File: src/rtl/df_seq.sv
// Data-fetch sequencer: walks the weight and input memories in lockstep and strobes each pair to the fetch register.
// Optional build macro DF_SEQ_ZERO_SKIP_EN suppresses pairs whose input word reads as zero.
module df_seq #(
    parameter int DATA_WIDTH = 32,
    parameter int ADDR_WIDTH = 10,
    parameter int LEN_WIDTH  = 10
) (
    input  logic                  clk,
    input  logic                  reset,
    input  logic                  start,
    input  logic [ADDR_WIDTH-1:0] w_base,
    input  logic [ADDR_WIDTH-1:0] i_base,
    input  logic [LEN_WIDTH-1:0]  len,
    input  logic                  hold,
    output logic                  mem_re,
    output logic [ADDR_WIDTH-1:0] w_addr,
    output logic [ADDR_WIDTH-1:0] i_addr,
    input  logic [DATA_WIDTH-1:0] w_rdata,
    input  logic [DATA_WIDTH-1:0] i_rdata,
    output logic [DATA_WIDTH-1:0] data_w_new,
    output logic [DATA_WIDTH-1:0] data_i_new,
    output logic                  sel_rdy,
    output logic                  busy,
    output logic                  done,
    output logic [LEN_WIDTH-1:0]  beat_cnt,
    output logic [1:0]            dbg_state
);

    // Handshake: sel_rdy is a one-cycle strobe with no back-pressure; hold only gates new reads,
    // every read already issued is delivered two cycles later.
    typedef enum logic [1:0] {
        ST_IDLE  = 2'd0,
        ST_FETCH = 2'd1,
        ST_DRAIN = 2'd2,
        ST_DONE  = 2'd3
    } state_t;

    state_t                state_q, state_d;
    logic                  mem_re_q, mem_re_d;
    logic [ADDR_WIDTH-1:0] w_addr_q, w_addr_d;
    logic [ADDR_WIDTH-1:0] i_addr_q, i_addr_d;
    logic [LEN_WIDTH-1:0]  rem_q, rem_d;
    logic                  pend_q, pend_d;
    logic                  sel_rdy_q, sel_rdy_d;
    logic [DATA_WIDTH-1:0] data_w_q, data_w_d;
    logic [DATA_WIDTH-1:0] data_i_q, data_i_d;
    logic                  busy_q, busy_d;
    logic                  done_q, done_d;
    logic [LEN_WIDTH-1:0]  beat_q, beat_d;
    logic [LEN_WIDTH-1:0]  rem_left;
    logic                  keep_pair;

    always_ff @(posedge clk or negedge reset) begin
        if (!reset) begin
            state_q   <= ST_IDLE;
            mem_re_q  <= 1'b0;
            w_addr_q  <= '0;
            i_addr_q  <= '0;
            rem_q     <= '0;
            pend_q    <= 1'b0;
            sel_rdy_q <= 1'b0;
            data_w_q  <= '0;
            data_i_q  <= '0;
            busy_q    <= 1'b0;
            done_q    <= 1'b0;
            beat_q    <= '0;
        end else begin
            state_q   <= state_d;
            mem_re_q  <= mem_re_d;
            w_addr_q  <= w_addr_d;
            i_addr_q  <= i_addr_d;
            rem_q     <= rem_d;
            pend_q    <= pend_d;
            sel_rdy_q <= sel_rdy_d;
            data_w_q  <= data_w_d;
            data_i_q  <= data_i_d;
            busy_q    <= busy_d;
            done_q    <= done_d;
            beat_q    <= beat_d;
        end
    end

    // rem_q counts reads not yet issued, including the one presented this cycle on mem_re.
    always_comb begin
        state_d  = state_q;
        mem_re_d = 1'b0;
        w_addr_d = w_addr_q;
        i_addr_d = i_addr_q;
        rem_d    = rem_q;
        rem_left = rem_q - LEN_WIDTH'(mem_re_q);
        case (state_q)
            ST_IDLE: begin
                if (start) begin
                    w_addr_d = w_base;
                    i_addr_d = i_base;
                    rem_d    = len;
                    if (len != '0) begin
                        state_d  = ST_FETCH;
                        mem_re_d = ~hold;
                    end else begin
                        // Empty request still spends one busy cycle before done.
                        state_d = ST_DRAIN;
                    end
                end
            end
            ST_FETCH: begin
                rem_d = rem_left;
                if (mem_re_q) begin
                    w_addr_d = w_addr_q + ADDR_WIDTH'(1);
                    i_addr_d = i_addr_q + ADDR_WIDTH'(1);
                end
                if (rem_left == '0) state_d = ST_DRAIN;
                else                mem_re_d = ~hold;
            end
            ST_DRAIN: begin
                if (!pend_q) state_d = ST_DONE;
            end
            ST_DONE: begin
                state_d = ST_IDLE;
            end
            default: state_d = ST_IDLE;
        endcase
        busy_d = (state_d == ST_FETCH) || (state_d == ST_DRAIN);
        done_d = (state_d == ST_DONE);
    end

    // Read pipeline: mem_re at T, rdata captured at the end of T+1, strobe at T+2.
    always_comb begin
        pend_d = mem_re_q;
`ifdef DF_SEQ_ZERO_SKIP_EN
        keep_pair = pend_q && (i_rdata != '0);
`else
        keep_pair = pend_q;
`endif
        sel_rdy_d = keep_pair;
        data_w_d  = keep_pair ? w_rdata : '0;
        data_i_d  = keep_pair ? i_rdata : '0;
        beat_d    = beat_q;
        if (state_q == ST_IDLE && start) beat_d = '0;
        else if (keep_pair)              beat_d = beat_q + LEN_WIDTH'(1);
    end

    assign mem_re     = mem_re_q;
    assign w_addr     = w_addr_q;
    assign i_addr     = i_addr_q;
    assign data_w_new = data_w_q;
    assign data_i_new = data_i_q;
    assign sel_rdy    = sel_rdy_q;
    assign busy       = busy_q;
    assign done       = done_q;
    assign beat_cnt   = beat_q;
    assign dbg_state  = state_q;

endmodule

File: config.mk
export PLATFORM = sky130hd
export DESIGN_NAME = df_seq
export DESIGN_NICKNAME = d
export VERILOG_FILES = /design/src/rtl/df_seq.sv
export SDC_FILE = /design/constraint.sdc
export NUM_CORES = 1
export LEC_CHECK = 0
export BUFFER_PORTS_ARGS = -buffer_cell sky130_fd_sc_hd__buf_2
export CAP_MARGIN = 20
export CORE_MARGIN = 10
export CORE_UTILIZATION = 48
export DETAILED_ROUTE_END_ITERATION = 8
export HOLD_SLACK_MARGIN = 0.12
export PLACE_DENSITY = 0.88
export SLEW_MARGIN = 0
export SYNTH_ARGS = -nofsm -noshare
export SYNTH_HDL_FRONTEND = slang
export SYNTH_SLANG_ARGS = --single-unit
export TNS_END_PERCENT = 30
File: constraint.sdc
create_clock -name clk -period 2.3 [get_ports clk]
set_clock_uncertainty 0.2 [all_clocks]
set_input_delay 0.345 -clock clk [delete_from_list [all_inputs] [get_ports clk]]
set_output_delay 0.345 -clock clk [all_outputs]
set_load 0.1 [all_outputs]
==> flow_metrics.tcl <==
set metrics [dict create \
    synth_top_family_by_area "simple AND/OR/NAND/NOR gates" \
    root_buffer "clkbuf_8" \
    synth_enable_flop_cells 0 \
    ys_async_sr_fraction 1.00 \
    relSlewSlack 0.647 \
    synth-xor-area-share 0.0170 \
    fp.dieArea_um2 14000 \
    grtUsageTotal 0.220 \
    yosysTopAreaCellShare 0.600 \
    synth_top_cells_by_count "dfrtp_1 (111), and2_1 (65), nor2_1 (33), nand2_1 (29), a21oi_1 (25)" \
    yosys.area_share.simple 0.207 \
    die_width_um 118 \
    numClockSinks 111 \
    grt_use_met3 0.0476 \
    syn_area_per_cell_um2 11.0 \
    power_density_nw_per_um2 1350 \
    yosys_most_used_dff "dfrtp_1" \
    grtUsageMet1 0.236 \
    initialDrtViolationCount 497 \
    dpl.cell_count 730 \
    criticalPathCategory "register to register" \
    r2r-start "mem_re" \
    arrival_ns 2.27 \
    hold_start "w_base[0]" \
    cp.required_ns 2.35 \
    synth.area.top_cells "dfrtp_1 (60%), and2_1 (8.8%), a21oi_1 (2.7%)" \
    period_minus_slack_ns 2.22 \
    seq_area_frac_synth 0.600 \
    syn_to_final_growth_pct 49.3 \
    drc 0 \
    synth_nets 524 \
    start_util 0.497 \
    synthesis.instances 420 \
    synth_fa_ha_area_frac 0.0162 \
    end_kind "register" \
    cts_made_buffers 9 \
    maxSlewViolCount 0 \
    worstSkewPairLatency_ns 0.36 \
    worst_slack_ns 0.0823 \
    syn_area_um2 4630 \
    coreArea_um2 9330 \
    reg2reg_slack_ns 0.08 \
    maxCapViolCount 0 \
    fin_crit_sh 0.964 \
    critPathLaunchType "register" \
    yosysTopAreaCell "dfrtp_1" \
    setup_violations 0 \
    peakVddDrop_v 0.00105 \
    ioPinCount 198 \
    place_worst_setup_slack_ns 0.0675 \
    wire_per_inst_um 19.0 \
    min_path_type "primary input to register" \
    crit_path_start "mem_re" \
    status "complete, no violations" \
    top_usage_layer "met2" \
    power_w 0.00931 \
    io_buffers 197 \
    nNetsFinal 807 \
    stdcell_count 840 \
    grt_pass1_vias 4731 \
    clock_path_buffers 2 \
    synth_compound_area_frac 0.127 \
    ant_nets 0 \
    grt-ovfl-total 0 \
    grt_max_degree 64 \
    ys_ff_latch 111 \
    synth_cell_type_count 54 \
    met2_usage 0.401 \
    row_count 35 \
    first_pass_iters 4 \
    die_h_um 118 \
    grt_pass1_wl_mm 25.1 \
    multi_input_area_um2 1770 \
    timing.fmax_ghz 0.451 \
    crit_fanout 4 \
    vias 4402 \
    drive_gt1_frac 0.339 \
    ff_latch_area_um2 2780 \
    cts_max_level 3 \
    finalHoldViolations 0 \
    ys_warn_count 0 \
    gp_congestion 0.897 \
    dpl.hpwl_mm 10.3 \
    wl_mm 16.0 \
    antenna_found_initial 2 \
    synthMuxAreaShare 0.00216 \
    via_per_inst 5.24 \
    tightest_slew_ns 0.533 \
    cts_tree "yes" \
    synth.most_common_cell "dfrtp_1" \
    p_leak_nw 3.46 \
    fillers 638 \
    clk_pin_slew_ns 0.10 \
]
## metrics by stage
stage / hold WS (ns) / setup TNS [ns] / area (µm²) / utilization
finish: 0.143 / 0 / 6920 / 0.741
global route: 0.159 / -0.0168 / 6910 / 0.741
CTS: 0.121 / 0 / 6850 / 0.734
detailed placement: 0.158 / 0 / 5770 / 0.618
global placement: 0.139 / 0 / 5770 / 0.618
floorplan: -0.151 / 0 / 4640 / -
## critical path: stages, from the launching register on
cell,delay (ns)
dfrtp_4,0.52
ha_4,0.18
ha_4,0.17
xnor2_2,0.14
nand4b_1,0.14
nor3_2,0.28
buf_4,0.16
a21o_1,0.11
ha_1,0.22
## timing repair
action                                  CTS  global route
setup buffers                             0             1
resized for setup                         0             8
endpoints found under the setup margin    0             2
hold endpoints to repair                126             0
hold buffers                             90             0
## cells by family (layout without fill, tap and decap cells)
group           count (synthesis)  after routing
fa+ha+maj                       6              6
compound gates                 89             89
mux                             1              1
flops                         111            111
other cells                     0              3
simple gates                  176            176
xor+xnor                        9              9
buf+inv                        28            316
## layer usage
metal	routed length, µm	up-vias	part of all wire
li1	-	2023	-
met1	5720	2152	0.36
met2	8770	185	0.55
met3	899	42	0.056
met4	577	0	0.036
met5	0	-	0
## power by group
part           internal [W]  switching [W]  leakage (nW)
logic               0.00116        0.00413          1.99
registers           0.00243       0.000493          1.38
clock network      0.000415       0.000679        0.0943
total               0.00401        0.00530          3.46
## registers in the layout, summed over array words and instances (netlist names)
name and flops:
dbg_state 2, i_addr 10, beat_cnt 10, rem_q 10, w_addr 10, mem_re 1
busy 1, keep_pair 1, done 1, data_i_new 32, data_w_new 32, sel_rdy 1
## final timing paths
| check | to | cells past startpoint |
|---|---|---|
| setup / recovery | busy | 8 |
| hold / removal | w_addr[0] | 3 |
| setup reg to reg | busy | 8 |
| hold reg to reg | keep_pair | 0 |
| max in group asynchronous | w_addr[6] | 3 |
| min in group asynchronous | data_i_new[0] | 2 |
## layout by cell type (no fill, tap or decap), drive strengths merged, types with 6 or more instances in the layout
cell type / Yosys / final
buf: 13 / 206
dfrtp: 111 / 111
dlygate4sd3: 0 / 90
and2: 68 / 68
nor2: 33 / 33
nand2: 30 / 30
a21oi: 26 / 26
o21ai: 19 / 19
clkbuf: 11 / 10
nand4: 9 / 9
nand3: 8 / 8
o22ai: 7 / 7
nand2b: 6 / 6
a2bb2oi: 6 / 6
inv: 4 / 6
ha: 6 / 6
## cell type report
type,instances,area share
sequential,111,0.403
timing repair buffer,296,0.288
multi-input combinational,281,0.256
tap,129,0.0233
clock buffer,10,0.0185
clock inverter,6,0.00778
inverter,4,0.00217
antenna,3,0.00109
Note: power is estimated with default switching activity, not from simulation.
